<file path="config.mk">
export PLATFORM = sky130hd
export DESIGN_NAME = cache_refill_ctrl
export DESIGN_NICKNAME = d
export VERILOG_FILES = /design/src/rtl/cache_ctrl_pkg.sv /design/src/rtl/cache_ctrl_stats.sv /design/src/rtl/cache_refill_ctrl.sv
export SDC_FILE = /design/constraint.sdc
export NUM_CORES = 1
export LEC_CHECK = 0
export CORE_MARGIN = 4
export CORE_UTILIZATION = 38
export CTS_CLUSTER_DIAMETER = 80
export DETAILED_ROUTE_END_ITERATION = 8
export PLACE_DENSITY = 0.8
export REMOVE_ABC_BUFFERS = 1
export SKIP_LAST_GASP = 1
export SYNTH_ARGS = -nofsm -noshare
export SYNTH_HDL_FRONTEND = slang
export SYNTH_SLANG_ARGS = --single-unit
</file>
<file path="constraint.sdc">
create_clock -name clk -period 2 [get_ports clk]
set_clock_uncertainty 0.2 [all_clocks]
set_input_delay 0.4 -clock clk [delete_from_list [all_inputs] [get_ports clk]]
set_output_delay 0.4 -clock clk [all_outputs]
set_load 0.05 [all_outputs]
</file>
<file path="src/rtl/cache_ctrl_pkg.sv">
// Shared state encoding and default widths for the cache refill controller.
package cache_ctrl_pkg;

    localparam int unsigned ADDR_WIDTH_DEF  = 16;
    localparam int unsigned DATA_WIDTH_DEF  = 32;
    localparam int unsigned STATS_WIDTH_DEF = 16;

    typedef enum logic [2:0] {
        IDLE,
        LOOKUP,
        MEM_RD,
        FILL,
        MEM_WR,
        RESP
    } ctrl_state_t;

endpackage

</file>
<file path="src/rtl/cache_ctrl_stats.sv">
// Saturating read hit/miss counters; only built when CACHE_CTRL_STATS_EN is defined.
`ifdef CACHE_CTRL_STATS_EN
module cache_ctrl_stats #(
    parameter int unsigned STATS_WIDTH = 16
) (
    input  logic                   clk,
    input  logic                   rst_n,
    input  logic                   hit_inc,
    input  logic                   miss_inc,
    output logic [STATS_WIDTH-1:0] hit_count,
    output logic [STATS_WIDTH-1:0] miss_count
);

    // Counters stick at all-ones instead of wrapping.
    always_ff @(posedge clk) begin
        if (!rst_n) begin
            hit_count  <= '0;
            miss_count <= '0;
        end else begin
            if (hit_inc && (hit_count != '1)) begin
                hit_count <= hit_count + STATS_WIDTH'(1);
            end
            if (miss_inc && (miss_count != '1)) begin
                miss_count <= miss_count + STATS_WIDTH'(1);
            end
        end
    end

endmodule
`endif

</file>
<file path="src/rtl/cache_refill_ctrl.sv">
// Write-through / write-allocate refill controller for a direct-mapped single-word-line cache.
// Optional read hit/miss statistics enabled by defining CACHE_CTRL_STATS_EN.
module cache_refill_ctrl
    import cache_ctrl_pkg::*;
#(
    parameter int unsigned ADDR_WIDTH = ADDR_WIDTH_DEF,
    parameter int unsigned DATA_WIDTH = DATA_WIDTH_DEF
`ifdef CACHE_CTRL_STATS_EN
    ,
    parameter int unsigned STATS_WIDTH = STATS_WIDTH_DEF
`endif
) (
    input  logic                  clk,
    input  logic                  rst_n,
    input  logic                  cpu_req_valid,
    output logic                  cpu_req_ready,
    input  logic                  cpu_req_we,
    input  logic [ADDR_WIDTH-1:0] cpu_req_addr,
    input  logic [DATA_WIDTH-1:0] cpu_req_wdata,
    output logic                  cpu_resp_valid,
    output logic [DATA_WIDTH-1:0] cpu_resp_rdata,
    output logic [ADDR_WIDTH-1:0] cache_addr,
    output logic [DATA_WIDTH-1:0] cache_wdata,
    output logic                  cache_write,
    input  logic [DATA_WIDTH-1:0] cache_rdata,
    input  logic                  cache_hit,
    output logic                  mem_req,
    output logic                  mem_we,
    output logic [ADDR_WIDTH-1:0] mem_addr,
    output logic [DATA_WIDTH-1:0] mem_wdata,
    input  logic                  mem_ack,
    input  logic [DATA_WIDTH-1:0] mem_rdata
`ifdef CACHE_CTRL_STATS_EN
    ,
    output logic [STATS_WIDTH-1:0] hit_count,
    output logic [STATS_WIDTH-1:0] miss_count
`endif
);

    ctrl_state_t           state;
    ctrl_state_t           state_nxt;
    logic                  we_q;
    logic [ADDR_WIDTH-1:0] addr_q;
    logic [DATA_WIDTH-1:0] wdata_q;
    logic [DATA_WIDTH-1:0] rdata_q;
    logic                  rdata_ld;
    logic [DATA_WIDTH-1:0] rdata_nxt;
    logic                  accept;

    assign accept     = cpu_req_valid && cpu_req_ready;
    assign cache_addr = addr_q;
    assign mem_addr   = addr_q;
    assign mem_wdata  = wdata_q;

    // State and request/response registers.
    always_ff @(posedge clk) begin
        if (!rst_n) begin
            state   <= IDLE;
            we_q    <= 1'b0;
            addr_q  <= '0;
            wdata_q <= '0;
            rdata_q <= '0;
        end else begin
            state <= state_nxt;
            if (accept) begin
                we_q    <= cpu_req_we;
                addr_q  <= cpu_req_addr;
                wdata_q <= cpu_req_wdata;
            end
            if (rdata_ld) begin
                rdata_q <= rdata_nxt;
            end
        end
    end

    // Next state and state-decoded outputs; mem_ack only matters in the memory states.
    always_comb begin
        state_nxt      = state;
        cpu_req_ready  = 1'b0;
        cpu_resp_valid = 1'b0;
        cpu_resp_rdata = '0;
        cache_write    = 1'b0;
        cache_wdata    = '0;
        mem_req        = 1'b0;
        mem_we         = 1'b0;
        rdata_ld       = 1'b0;
        rdata_nxt      = '0;
        unique case (state)
            IDLE: begin
                cpu_req_ready = 1'b1;
                if (cpu_req_valid) begin
                    state_nxt = LOOKUP;
                end
            end
            LOOKUP: begin
                if (we_q) begin
                    cache_write = 1'b1;
                    cache_wdata = wdata_q;
                    state_nxt   = MEM_WR;
                end else if (cache_hit) begin
                    rdata_ld  = 1'b1;
                    rdata_nxt = cache_rdata;
                    state_nxt = RESP;
                end else begin
                    state_nxt = MEM_RD;
                end
            end
            MEM_RD: begin
                mem_req = 1'b1;
                if (mem_ack) begin
                    rdata_ld  = 1'b1;
                    rdata_nxt = mem_rdata;
                    state_nxt = FILL;
                end
            end
            FILL: begin
                cache_write = 1'b1;
                cache_wdata = rdata_q;
                state_nxt   = RESP;
            end
            MEM_WR: begin
                mem_req = 1'b1;
                mem_we  = 1'b1;
                if (mem_ack) begin
                    rdata_ld  = 1'b1;
                    rdata_nxt = '0;
                    state_nxt = RESP;
                end
            end
            RESP: begin
                cpu_resp_valid = 1'b1;
                cpu_resp_rdata = rdata_q;
                state_nxt      = IDLE;
            end
            default: state_nxt = IDLE;
        endcase
    end

`ifdef CACHE_CTRL_STATS_EN
    logic lookup_rd;
    assign lookup_rd = (state == LOOKUP) && !we_q;

    cache_ctrl_stats #(
        .STATS_WIDTH(STATS_WIDTH)
    ) u_stats (
        .clk       (clk),
        .rst_n     (rst_n),
        .hit_inc   (lookup_rd && cache_hit),
        .miss_inc  (lookup_rd && !cache_hit),
        .hit_count (hit_count),
        .miss_count(miss_count)
    );
`endif

endmodule

</file>
==> qor.csv <==
stage,metric,value,unit
grt,Tot GR Track Use,25.4,%
placed_design,placed cell count,885,
clock_network,clock transition at the registers of the reported paths,0.06,ns
logic_synthesis,Post-synth EDFFs,0,
clock_network,clock buffer depth,2,
timing,Worst slew margin,79.6,%
logic_synthesis,synthesized area per cell,8.11,sq um
worst_hold_path,Hold Crit Start,rst_n,
worst_setup_path,"Req. time, crit path",1.40,ns
clock_network,Hold Buf Count CTS,0,
timing,fmax,0.459,GHz
power,Combinational Power Share,39.4,%
worst_setup_path,crit path kind,reg -> out,
placed_design,Post-DP HPWL,12.1,mm
floorplan,die height,115,microns
detailed_routing,WL/cell,19.8,microns
detailed_routing,Pre-antenna DRT Iters,7,
logic_synthesis,Synth Register Bits,84,
placed_design,port bufs,250,
timing,Final period util,109,%
grt,vias in the first global route,5056,
power,Leakage,3.07,nW
timing,fin. max-slew vios,0,
logic_synthesis,cells after synthesis,535,
clock_network,Worst-Skew Late Latency,0.33,ns
power,peak supply drop,0.449,mV
logic_synthesis,Mapped Area,4340,sq um
logic_synthesis,largest area contributor in the netlist,dfxtp_1,
worst_setup_path,reg-to-reg endpoint,rdata_q[19]$_SDFFE_PN0P_,
power,clock share of power,25.7,%
timing,Hold Fails Final Rpt,0,
timing,worst-margin pin slew,0.301,ns
clock_network,htree depth,3,
worst_hold_path,depth of the worst hold-timing path,2,
placed_design,Place WS,-0.260,ns
logic_synthesis,register area share after synthesis,38.8,%
power,Net Sw Frac,36.8,%
floorplan,DIE AREA,13200,sq um
logic_synthesis,ys flop type,dfxtp_1,
logic_synthesis,share of the synthesized area in the top cell type,38.8,%
clock_network,clock root buffer,clkbuf_16,
timing,RSZ-0062 raised after global routing,true,
run_status,failing checks,negative setup slack,
logic_synthesis,post-synth cell types,31,
grt,initial antenna violation count,0,
run_status,status,finished with violations,
placed_design,GPL Wtd Cong,0.788,
clock_network,CTS tree,built,
detailed_routing,Initial DRC Count,380,
final_layout,Final Non-Filler Cells,906,
grt,first-pass GRT wire length,26.4,mm
final_layout,"most common cell after layout, fill and taps aside",nand2_1,
grt,largest net degree at the start of global routing,50,
logic_synthesis,Synth area leaders,"dfxtp_1, nand2_1, a32o_1, a21boi_0, o2bb2ai_1",
final_layout,most frequent cells in the layout,"nand2_1, clkdlybuf4s50_1, buf_4, dfxtp_1, buf_12",
floorplan,Starting Density,39.5,%
grt,GR Overflow Total,0,
logic_synthesis,Synth Warn #,0,
worst_hold_path,hold worst-path end,cache_addr[4]$_SDFFE_PN0P_,
final_layout,Final nets,883,
run,Max-cap violations,0,
power,NetSw,2.10,mW
final_layout,ant diodes,0,
power,PnR Total Power,5.70,mW
clock_network,# clock sinks,84,
timing,minimum clock period,2.18,ns
floorplan,I/O pin total,251,
detailed_routing,Post-Route WL,17.9,mm
floorplan,Cell Rows,38,
floorplan,die width,115,microns
worst_setup_path,startpoint types,flip-flop,
detailed_routing,Via density,5.48,
power,register share of total power,34.8,%
worst_setup_path,worst-path fanout max,14,
power,internal cell power,3.60,mW
worst_setup_path,reg2reg setup slack,-0.02,ns
logic_synthesis,Synth async-reset ratio,0,%
floorplan,total core area,11000,sq um
power,PwrDens,679,nW/um^2
detailed_routing,post-route ant nets,0,
worst_hold_path,HP Class,in -> reg,
worst_setup_path,CP endpoint kind,output pin,
worst_setup_path,Reg2Reg Depth,6,
worst_setup_path,"Arr. time, crit path",1.58,ns
clock_network,Num CTS Buffers,9,
timing,endpoints failing setup,75,
worst_setup_path,r2r startpoint,state[1]$_SDFFE_PN0P_,
timing,setup ws final,-0.176,ns
detailed_routing,Vias,4965,
detailed_routing,drt drc,0,
final_layout,layout cells sized above 1,32.9,%
final_layout,P&R area growth vs syn,93.5,%
==> state kept, by name (all words and copies together) (netlist names) <==
register	count
mem_wdata	32
rdata_q	32
cache_addr	16
state	3
we_q	1
==> how the worst max path moves through the flow <==
stage,from,slack [ns],end,cells after the start
detailed placement,cpu_req_valid,-0.26,cache_addr[12]$_SDFFE_PN0P_,5
CTS,state[1]$_SDFFE_PN0P_,-0.16,cpu_resp_rdata[0],5
finish,state[1]$_SDFFE_PN0P_,-0.18,cache_wdata[0],5
floorplan,state[1]$_SDFFE_PN0P_,-2.84,rdata_q[30]$_SDFFE_PN0P_,3
global placement,cpu_req_valid,-0.21,cache_addr[8]$_SDFFE_PN0P_,5
global route,state[1]$_SDFFE_PN0P_,-0.20,cpu_resp_rdata[0],5
==> power groups by stage <==
stage	logic (mW)	registers, mW	clock network, mW
floorplan	0.547	2.44	0
global placement	1.92	1.99	0
detailed placement	1.97	2.00	0
CTS	2.14	1.97	1.48
global route	2.36	2.01	1.54
finish	2.25	1.98	1.47
==> timing repair <==
| action | in CTS | in global routing |
|---|---|---|
| gates cloned | 2 | 3 |
| endpoints found under the hold margin | 0 | 0 |
| setup buffers | 1 | 3 |
| endpoints found under the setup margin | 69 | 67 |
| resized for setup | 88 | 27 |
| pin swaps | 1 | 19 |
==> per-stage QoR <==
stage / hold WS [ns] / cell area, sq um / setup TNS (ns) / utilization [%]
after floorplan: 0.238 / 3960 / -207.63 / -
after global placement: 0.248 / 7530 / -12.54 / 68.6
after detailed placement: 0.260 / 7530 / -15.09 / 68.6
after CTS: 0.254 / 8180 / -8.29 / 74.5
after global routing: 0.267 / 8390 / -11.17 / 76.4
final: 0.254 / 8390 / -7.87 / 76.4
==> critical path, cell delays in order (launching register included) <==
cell,delay (ns)
dfxtp_4,0.38
buf_4,0.16
clkbuf_16,0.18
a22oi_1,0.30
nor2_4,0.06
buf_12,0.15
==> routing by layer <==
| metal | share of wire, % | wire [microns] | up-vias | global-route usage, % |
|---|---|---|---|---|
| met5 | 0 | 0 | - | 0 |
| met1 | 36 | 6390 | 2356 | 27.4 |
| li1 | - | - | 2317 | - |
| met3 | 8.8 | 1580 | 43 | 6.58 |
| met4 | 2.9 | 520 | 0 | 10.1 |
| met2 | 53 | 9460 | 249 | 47.2 |
==> cells in the mapped netlist, types with 3 or more instances <==
| cell | number |
|---|---|
| nand2_1 | 142 |
| dfxtp_1 | 84 |
| a21boi_0 | 39 |
| a32o_1 | 32 |
| and2_1 | 32 |
| clkbuf_1 | 32 |
| o2bb2ai_1 | 32 |
| nor2_1 | 27 |
| a22oi_1 | 22 |
| buf_2 | 19 |
| buf_4 | 16 |
| a21oi_1 | 12 |
| a21boi_1 | 10 |
| nand3b_1 | 10 |
| buf_6 | 3 |
| nor3_1 | 3 |
| nor4bb_1 | 3 |
==> logic make-up after synthesis <==
group | count (synthesis) | share of synthesized area, %
muxes | 1 | 0.231
AOI/OAI and AO/OA | 152 | 28.5
buffers and inverters | 74 | 8.86
and+or+nand+nor | 224 | 23.6
DFF | 84 | 38.8
==> cell type report <==
type	count	area, sq um
Timing Repair Buffer	291	3560
Multi-Input combinational cell	377	2700
Fill cell	723	2590
Sequential cell	84	1690
Clock buffer	12	246
Tap cell	140	175
Inverter	2	15.0
(Power assumes the default switching activity.)
